===== config.mk =====
export PLATFORM = sky130hd
export DESIGN_NAME = cb_mem_bank_loader
export DESIGN_NICKNAME = d
export VERILOG_FILES = /design/src/rtl/cb_mem_bank_loader.sv
export SDC_FILE = /design/constraint.sdc
export NUM_CORES = 1
export LEC_CHECK = 0
export CORE_MARGIN = 10
export CORE_UTILIZATION = 40
export DETAILED_ROUTE_END_ITERATION = 6
export PLACE_DENSITY = 0.67
export SLEW_MARGIN = 25
export SYNTH_ARGS = -nofsm -noshare
export SYNTH_HDL_FRONTEND = slang
export SYNTH_SLANG_ARGS = --single-unit

===== constraint.sdc =====
create_clock -name prog_clk -period 3.9 [get_ports prog_clk]
set_input_delay 0.975 -clock prog_clk [delete_from_list [all_inputs] [get_ports prog_clk]]
set_output_delay 0.975 -clock prog_clk [all_outputs]
set_load 0.01 [all_outputs]

===== src/rtl/cb_mem_bank_loader.sv =====
// -----------------------------------------------------------------------------
// cb_mem_bank_loader
//
// Purpose:
//   Sequences configuration writes into one connection-block memory bank. Each
//   accepted (address, data) word from the upstream bitstream streamer becomes
//   one single-bit write: address/data_in are latched, held stable for
//   SETUP_CYC cycles, enable pulses for exactly one cycle, then address/data_in
//   are held for HOLD_CYC more cycles before the next word is accepted.
//   Committed writes are counted (saturating), completion is flagged, and
//   words whose decoder field is outside 0..NUM_MEMS-1 are dropped and flagged.
//
// Ports:
//   prog_clk    - configuration clock
//   pReset      - asynchronous active-high reset
//   clear       - synchronous clear/abort
//   cfg_valid   - upstream word valid
//   cfg_ready   - loader can accept a word (IDLE and not clearing)
//   cfg_addr    - word address, [0:ADDR_W-1]; [WORD_W:ADDR_W-1] is the decoder
//                 field with cfg_addr[WORD_W] as its MSB
//   cfg_data    - bit to write
//   enable      - single-cycle write strobe to the block decoder enable
//   address     - registered address to the connection block
//   data_in     - registered data bit to the connection block
//   busy        - high in any state other than IDLE
//   write_count - committed writes, saturating at TOTAL_BITS
//   cfg_done    - sticky, high once write_count reaches TOTAL_BITS
//   err_addr    - sticky, a word with an out-of-range decoder field arrived
// -----------------------------------------------------------------------------
module cb_mem_bank_loader #(
  parameter int ADDR_W     = 7,
  parameter int WORD_W     = 3,
  parameter int NUM_MEMS   = 11,
  parameter int TOTAL_BITS = 58,
  parameter int SETUP_CYC  = 1,
  parameter int HOLD_CYC   = 1,
  parameter int CNT_W      = 8
) (
  input  logic              prog_clk,
  input  logic              pReset,
  input  logic              clear,
  input  logic              cfg_valid,
  output logic              cfg_ready,
  input  logic [0:ADDR_W-1] cfg_addr,
  input  logic              cfg_data,
  output logic              enable,
  output logic [0:ADDR_W-1] address,
  output logic              data_in,
  output logic              busy,
  output logic [CNT_W-1:0]  write_count,
  output logic              cfg_done,
  output logic              err_addr
);

  localparam int DEC_W    = ADDR_W - WORD_W;
  localparam int MAX_WAIT = (SETUP_CYC > HOLD_CYC) ? SETUP_CYC : HOLD_CYC;
  localparam int TMR_W    = (MAX_WAIT > 1) ? $clog2(MAX_WAIT) : 1;
  localparam logic [31:0]      NUM_MEMS_U = NUM_MEMS;
  localparam logic [CNT_W-1:0] TOTAL_CNT  = CNT_W'(TOTAL_BITS);

  typedef enum logic [1:0] {
    ST_IDLE,
    ST_SETUP,
    ST_WRITE,
    ST_HOLD
  } state_t;

  state_t             r_state;
  state_t             w_nextState;
  logic [TMR_W-1:0]   r_timer;
  logic               r_enable;
  logic [0:ADDR_W-1]  r_address;
  logic               r_dataIn;
  logic [CNT_W-1:0]   r_writeCount;
  logic               r_cfgDone;
  logic               r_errAddr;

  logic [DEC_W-1:0]   w_decField;
  logic               w_inRange;
  logic               w_transfer;
  logic               w_accept;
  logic               w_reject;
  logic               w_setupDone;
  logic               w_holdDone;

  // The ascending slice lands with cfg_addr[WORD_W] in the MSB position.
  assign w_decField  = cfg_addr[WORD_W:ADDR_W-1];
  assign w_inRange   = ({{(32-DEC_W){1'b0}}, w_decField} < NUM_MEMS_U);
  assign cfg_ready   = (r_state == ST_IDLE) & ~clear;
  assign busy        = (r_state != ST_IDLE);
  assign w_transfer  = cfg_valid & cfg_ready;
  assign w_accept    = w_transfer & w_inRange;
  assign w_reject    = w_transfer & ~w_inRange;
  assign w_setupDone = (r_timer == TMR_W'(SETUP_CYC - 1));
  assign w_holdDone  = (r_timer == TMR_W'(HOLD_CYC - 1));

  assign enable      = r_enable;
  assign address     = r_address;
  assign data_in     = r_dataIn;
  assign write_count = r_writeCount;
  assign cfg_done    = r_cfgDone;
  assign err_addr    = r_errAddr;

  // State register plus the dwell timer; the timer restarts on every state
  // change so it measures cycles spent in SETUP or HOLD.
  always_ff @(posedge prog_clk or posedge pReset) begin
    if (pReset) begin
      r_state <= ST_IDLE;
      r_timer <= '0;
    end else begin
      r_state <= w_nextState;
      if (w_nextState != r_state) begin
        r_timer <= '0;
      end else if ((r_state == ST_SETUP) || (r_state == ST_HOLD)) begin
        r_timer <= r_timer + 1'b1;
      end
    end
  end

  // clear aborts only from SETUP; once the strobe is due the sequence is
  // allowed to finish so the block never sees a torn write.
  always_comb begin
    w_nextState = r_state;
    case (r_state)
      ST_IDLE:  if (w_accept) w_nextState = ST_SETUP;
      ST_SETUP: begin
        if (clear) begin
          w_nextState = ST_IDLE;
        end else if (w_setupDone) begin
          w_nextState = ST_WRITE;
        end
      end
      ST_WRITE: w_nextState = ST_HOLD;
      ST_HOLD:  if (w_holdDone) w_nextState = ST_IDLE;
      default:  w_nextState = ST_IDLE;
    endcase
  end

  // Registered strobe and write port. address/data_in only load on an
  // accepted word, so they keep the last written value while idle.
  always_ff @(posedge prog_clk or posedge pReset) begin
    if (pReset) begin
      r_enable  <= 1'b0;
      r_address <= '0;
      r_dataIn  <= 1'b0;
    end else begin
      r_enable <= (w_nextState == ST_WRITE);
      if (w_accept) begin
        r_address <= cfg_addr;
        r_dataIn  <= cfg_data;
      end
    end
  end

  // Status: clear wins over both the commit increment and the error flag.
  // A write cut short by clear is therefore never left in the count.
  always_ff @(posedge prog_clk or posedge pReset) begin
    if (pReset) begin
      r_writeCount <= '0;
      r_cfgDone    <= 1'b0;
      r_errAddr    <= 1'b0;
    end else if (clear) begin
      r_writeCount <= '0;
      r_cfgDone    <= 1'b0;
      r_errAddr    <= 1'b0;
    end else begin
      if ((r_state == ST_WRITE) && (r_writeCount != TOTAL_CNT)) begin
        r_writeCount <= r_writeCount + 1'b1;
        if (r_writeCount == TOTAL_CNT - 1'b1) begin
          r_cfgDone <= 1'b1;
        end
      end
      if (w_reject) begin
        r_errAddr <= 1'b1;
      end
    end
  end

endmodule

## Word level (Yosys, flattened, before mapping)

Index checks and enable logic that the tools add are counted.
W data, S select, Z words.

- Reduce and logical (&&, ||, !) cells: 9
- $mul: 0
- Magnitude comparators: 1
- Add/subtract/negate cells: 2
- Bitwise logic cells: 6
- Div/mod/pow operators: 0
- Shifts and indexed selects: 0
- Muxes and demuxes: 14
- Equality and inequality tests: 7

Operators by type and width:

| operator | count |
|---|---|
| $mux W8 | 2 |
| $reduce_bool A2 Y1 | 5 |
| $add A8 B1 Y8 const B | 1 |
| $eq A8 B6 Y1 const B | 1 |
| $mux W2 | 4 |
| $ne A8 B6 Y1 const B | 1 |
| $pmux W2 S4 | 1 |
| $mux W1 | 7 |
| $eq A2 B2 Y1 const B | 3 |
| $and A1 B1 Y1 | 4 |
| $lt A4 B4 Y1 const B | 1 |
| $eq A2 B1 Y1 const B | 1 |
| $logic_not A2 Y1 | 1 |
| $ne A2 B2 Y1 | 1 |
| $not A1 Y1 | 2 |
| $reduce_and A2 Y1 | 1 |
| $add A1 B1 Y1 const B | 1 |
| $logic_and A1 B1 Y1 | 1 |
| $logic_or A1 B1 Y1 | 1 |

- Memory bits (writable): 0
- Bits in registers: 22
- Logic and storage cells: 47
- Memory bits (read-only): 0
- Latch bits: 0
- Memories: 0

## Longest topological paths before layout

Gate-level depths: netlist (run 1).

- Depth in word-level cells: 8
- Gate-level depth with buffers: 5
- Depth with buffers taken out: 5

## Least setup slack after synthesis (run 1)

OpenSTA, ideal clock, no wires.

- Path kind: input port to output port
- Start: input port clear
- End: output port cfg_ready
- Cell stages on the path: 2
- Slack: 1.577 ns
- Buffers on the path: 1
- Arrival time: 1.348 ns
- Path through: clkbuf_1 > nor2_1

- Word-level cells in the longest chain between the ends: 2

Ends and longest elaborated chain:

| element | RTL line | source |
|---|---|---|
| from (decl) | 41 | `input logic clear,` |
| $not A1 Y1 | 89 | `assign cfg_ready = (r_state == ST_IDLE) & ~clear;` |
| $and A1 B1 Y1 | 89 |  |
| to (decl) | 43 | `output logic cfg_ready,` |

No other way between the ends.

## Worst setup path after layout (run 1)

Same ends and word-level chain as after synthesis.

==> summary.txt, run 1 <==
Cell variety after synth - 29
Layer with the highest usage - met2
Fin Setup TNS - 0 ns
Crit. End Element - output pin
Mapped cell area - 1031 um^2
Worst-margin pin slew - 0.8523 ns
Core area - 2477 um^2
Synthesized net count - 107
Max VDD drop - 0.0003477 V
Met2 usage - 0.1424
RSZ-0062 raised after global routing - false
Hold buffers post-CTS - 0
Most common cell on crit path - clkdlybuf4s50_1
Tmin final - 3.076 ns
Post-CTS Setup Bufs - 0
M3 GR Usage - 0.05997
Met1 Use GR - 0.09984
DR vias - 824
DRC - 0
Worst skew pair latency - 0.30 ns
Post-layout util - 0.5697
Die H - 70.77 um
First-pass GRT wire length - 3926 um
CTS root buffer - clkbuf_4
Post-synthesis sequential area ratio - 0.5340
CTS H-tree depth - 1
Synth Area per Inst - 11.21 um^2
Post-route clock period utilization - 0.7888
N_diodes - 0
I/O Buffers - 32
DP HPWL - 1762 um
Layout net count - 143
Rel. slew slack - 0.4312
Clk_skew - 0.0008366 ns
CTS resizes - 0
Wire length per cell - 14.82 um
Grt ovf - 0
Largest net degree at the start of global routing - 23
Leak pwr - 0.5798 nW
Crit-path cells - clkdlybuf4s50_1, nor2_1, clkdlybuf4s50_1
Share of cells above drive strength 1 - 0.1270
Final setup violation count - 0
Layout area overhead - 36.89%
TritonCTS Buffers - 3
Die width - 70.77 um
RD Place Congestion - 0.6763
Vias in the first global route - 862
Hold Crit Class - reg -> reg
Total GRT Usage - 0.09225
Initial Utilization - 0.4162
Die area - 5008 um^2
Setup crit start kind - primary input
WP data required - 2.92 ns
Worst Path Arrival - 2.10 ns
Fmax - 325.0 MHz
Max stage delay on crit path - 0.56 ns
Max-cap viol count - 0
Max clock buf depth - 2
Post-DR vias/cell - 5.282
Yosys reg bits - 22
Layout Cells excl Fill - 156
Slowest CP cell - clkdlybuf4s50_1
Initial antenna violation count - 0
Routed Antenna Nets - 0
Total Routed Length - 2312 um
Critical path fanouts, max - 2
Clk slew on worst S/H paths - 0.11 ns
Synth Instances - 92
PD cells - 525.2 nW/um^2
Ys Warns - 0
Detailed router's first-iteration violation count - 52
Std-Cell Rows - 18
Crit Path Category - in -> out
Outcome - finished clean
CTS tree - yes
Max-slew violation count - 0
Drt pass-1 iters - 2
Clock Sinks - 22
Inst Count DP - 153
Final hold violation count - 0
Top Ports - 33
layout by cell type (no fill, tap or decap), types with 2 or more instances in the layout:
cell type / count
clkdlybuf4s50_1: 32
dfrtp_1: 22
mux2_2: 9
a21oi_1: 7
nand2_1: 5
inv_1: 5
nor2_1: 5
nand2b_1: 3
o21ai_0: 3
o31ai_1: 3
or4_1: 3
ha_1: 3
clkbuf_4: 3
nand3_1: 2
or3_1: 2
a21o_1: 2
nor3_1: 2
nor2b_1: 2
where the power goes:
group	switching, mW	internal (mW)
clock network	0.0631	0.0360
registers	0.0469	0.288
logic	0.123	0.184
registers in the layout (all words and copies together) (netlist names):
register	cells
write_count	8
address	7
r_state	2
cfg_done	1
data_in	1
enable	1
err_addr	1
r_timer	1
worst max-delay path: cells and delay by family:
family	cells	cell delay (ns)
and+or+nand+nor	1	0.12
buffers and inverters	2	1.00
per-stage QoR:
stage / instance area, um^2 / hold WS (ns) / power, mW / worst slack [ns]
floorplan: 1031 / 0.5111 / 0.4839 / 1.577
global placement: 1389 / 0.4741 / 0.6474 / 0.8265
detailed placement: 1389 / 0.4853 / 0.6521 / 0.8284
CTS: 1411 / 0.5123 / 0.7578 / 0.8107
global route: 1411 / 0.5315 / 0.8017 / 0.7852
finish: 1411 / 0.5038 / 0.7413 / 0.8235
final timing paths:
check / start / to / cells past startpoint / slack (ns)
setup / recovery: clear / cfg_ready / 3 / 0.82
hold / removal: address[3]$_DFFE_PP0P_ / address[3]$_DFFE_PP0P_ / 1 / 0.50
setup reg to reg: r_state[0]$_DFF_PP0_ / address[4]$_DFFE_PP0P_ / 3 / 2.13
hold reg to reg: address[3]$_DFFE_PP0P_ / address[3]$_DFFE_PP0P_ / 1 / 0.50
max in group asynchronous: pReset / write_count[6]$_DFFE_PP0P_ / 2 / 2.24
min in group asynchronous: pReset / address[6]$_DFFE_PP0P_ / 2 / 1.13
layer usage:
layer / up-vias / share of wire
met5: - / 0
met4: 0 / 0.0035
met3: 2 / 0.13
met2: 29 / 0.45
met1: 395 / 0.41
li1: 398 / -
cell families (layout without fill, tap and decap cells):
group / Yosys count / in the layout / share of synthesized area
buffers and inverters: 7 / 41 / 0.02549
DFF: 22 / 22 / 0.5340
adders and majority gates: 3 / 3 / 0.03641
muxes: 9 / 9 / 0.09830
and+or+nand+nor: 31 / 31 / 0.1748
AOI/OAI and AO/OA: 20 / 20 / 0.1311
layout make-up:
class,count,area (um^2)
Clock buffer,3,22.52
Fill cell,247,1066
Inverter,5,18.77
Multi-Input combinational cell,63,454.2
Sequential cell,22,550.5
Tap cell,30,37.54
Timing Repair Buffer,33,327.8
cell usage after synthesis:
cell / instances / area (um^2)
a21oi_1: 7 / 35.03
o31ai_1: 3 / 22.52
o21ai_0: 3 / 15.01
a21oi_4: 1 / 16.27
mux2_2: 9 / 101.4
a31oi_1: 1 / 6.260
nand3_1: 2 / 10.01
or2_2: 1 / 6.260
nand4_1: 1 / 6.260
nand3b_1: 1 / 7.510
nand2_1: 5 / 18.77
nor2_1: 5 / 18.77
dfrtp_1: 22 / 550.5
nor3_1: 2 / 10.01
or4_1: 3 / 22.52
a21o_1: 2 / 15.01
ha_1: 3 / 37.54
or4b_4: 1 / 13.76
inv_1: 5 / 18.77
clkbuf_1: 2 / 7.510
o22a_1: 1 / 8.760
nand2b_1: 3 / 18.77
o22ai_1: 1 / 6.260
nand4b_1: 1 / 8.760
and3_1: 1 / 6.260
or3_1: 2 / 12.51
nor3b_1: 1 / 7.510
nor2b_1: 2 / 12.51
a311o_1: 1 / 10.01
Power figures use the tool's default switching activity.
==> inputs of run 2 (changes only) <==
PLACE_DENSITY = 0.7   (was 0.67)
clock period = 2.8 ns   (was 3.9 ns; I/O delays follow)
==> run 2 against run 1 <==
Worst setup slack lost 0.55 ns. Core utilization grew 0.56 points. Power grew 46%. Flip-flop and latch count is the same. Sequential power grew 40%. First-iteration DRC count grew 3.8%. Largest power group unchanged. Non-clock buffer count is the same. Die area is the same. Cell count grew 0.64%. Hold slack gained 0.0016 ns. Global-route usage grew 0.70 points. Critical path depth is the same.
==> summary.txt, run 2 (same netlist as run 1, synthesis figures left out) <==
Outcome - finished clean
Max-cap viol count - 0
First-pass GRT wire length - 4215 um
Post-route clock period utilization - 0.9032
Die area - 5008 um^2
Hold Crit Class - reg -> reg
Max stage delay on crit path - 0.56 ns
WP data required - 2.10 ns
CTS tree - yes
Most common cell after layout, fill and taps aside - clkdlybuf4s50_1
Internal power - 737.4 uW
RD Place Congestion - 0.6677
Detailed router's first-iteration violation count - 54
N_diodes - 0
Crit. End Element - output pin
DP HPWL - 1823 um
Critical path fanouts, max - 3
Clock share of power - 0.169
Initial Utilization - 0.4162
Rel. slew slack - 0.4296
Max-slew violation count - 0
Leak pwr - 0.5870 nW
Final hold violation count - 0
Total GRT Usage - 0.09921
RSZ-0062 raised after global routing - false
CTS H-tree depth - 1
Post-DR vias/cell - 5.363
I/O Buffers - 32
Post-DP Area - 1389 um^2
Die H - 70.77 um
Sequential power share - 0.432
Most frequent cells in the layout - 32 x clkdlybuf4s50_1, 22 x dfrtp_1, 9 x mux2_2
Crit Path Category - in -> out
Std-Cell Rows - 18
Post-route cell area - 1425 um^2
CTS resizes - 0
Share of cells above drive strength 1 - 0.1339
Initial antenna violation count - 0
Setup crit start kind - primary input
Worst skew pair latency - 0.32 ns
Max VDD drop - 0.0005305 V
Fillcell total - 233
Wire length per cell - 15.63 um
P_sw - 347.7 uW
Core area - 2477 um^2
Clk slew on worst S/H paths - 0.13 ns
Post-CTS Setup Bufs - 0
DRC - 0
PD cells - 761.5 nW/um^2
Layout area overhead - 38.23%
Total Routed Length - 2454 um
Vias in the first global route - 900
Drt pass-1 iters - 4
Fmax - 395.4 MHz
Worst-margin pin slew - 0.8546 ns
Storage cell area - 550.5 um^2
Crit-path cells - clkdlybuf4s50_1, nor2_1, clkdlybuf4s50_1
Top Ports - 33
Multi-input logic area - 454.2 um^2
Net Sw Frac - 0.3204
Fin Setup TNS - 0 ns
Comb pwr share - 0.399
Clock Sinks - 22
Hold buffers post-CTS - 0
Slowest CP cell - clkdlybuf4s50_1
Routed Antenna Nets - 0
FF-to-FF setup slack - 1.02 ns
Clk_skew - 0.004517 ns
Max clock buf depth - 2
Buffers plus inverters on the worst setup path - 2
Layout net count - 143
Die width - 70.77 um
Worst Path Arrival - 1.83 ns
TritonCTS Buffers - 3
Grt ovf - 0
Delay-heaviest family, CP - buffers and inverters
Max FFs per register - 8
CTS root buffer - clkbuf_4
Most common cell on crit path - clkdlybuf4s50_1
Tmin final - 2.529 ns
Largest net degree at the start of global routing - 23
Final setup violation count - 0
DR vias - 842
[run 2: worst register-to-register path, cell delays in order (launching register included)]
cell and delay (ns):
dfrtp_1 0.47, or4b_4 0.54, a21oi_4 0.29, mux2_2 0.38
[run 2: per-stage QoR]
| step | hold WS (ns) | power, mW | utilization | setup WS (ns) | instances |
|---|---|---|---|---|---|
| 4_1_cts | 0.5089 | 1.099 | 0.5753 | 0.2608 | 157 |
| 5_1_grt | 0.5329 | 1.165 | 0.5753 | 0.2175 | 157 |
| 3_5_place_dp | 0.4802 | 0.9141 | 0.5606 | 0.2405 | 153 |
| 3_3_place_gp | 0.4846 | 0.9004 | 0.5606 | 0.2569 | 153 |
| 2_1_floorplan | 0.5111 | 0.6740 | - | 0.8306 | 92 |
| 6_report | 0.5054 | 1.085 | 0.5753 | 0.2711 | 157 |
[run 2: routing by layer]
layer  wire length (um)  up-vias  track usage
li1                   -      403            -
met1                993      404       0.1084
met2               1086       31       0.1454
met3                351        4      0.06695
met4                 23        0      0.04516
met5                  0        -            0
[run 2: final cells by class]
class,instances,share of cell area
flip-flops and latches,22,0.3863
repair buffers,33,0.2300
clock buffers,4,0.02546
multi-input cells,63,0.3187
inverters,5,0.01317
well taps,30,0.02634
[run 2: power by group through the flow]
stage	clock (mW)	combinational, mW	sequential, mW
2_1_floorplan	0	0.176	0.498
3_3_place_gp	0	0.428	0.472
3_5_place_dp	0	0.437	0.477
4_1_cts	0.186	0.442	0.471
5_1_grt	0.203	0.476	0.485
6_report	0.184	0.433	0.469
[run 2: path summary, 6_finish.rpt]
| kind | cells after the start | to | start |
|---|---|---|---|
| setup reg to reg | 3 | address[6]$_DFFE_PP0P_ | r_state[1]$_DFF_PP0_ |
| hold / removal | 1 | address[3]$_DFFE_PP0P_ | address[3]$_DFFE_PP0P_ |
| hold reg to reg | 1 | address[3]$_DFFE_PP0P_ | address[3]$_DFFE_PP0P_ |
| setup / recovery | 3 | cfg_ready | clear |
| min in group asynchronous | 2 | address[1]$_DFFE_PP0P_ | pReset |
| max in group asynchronous | 2 | write_count[7]$_DFFE_PP0P_ | pReset |
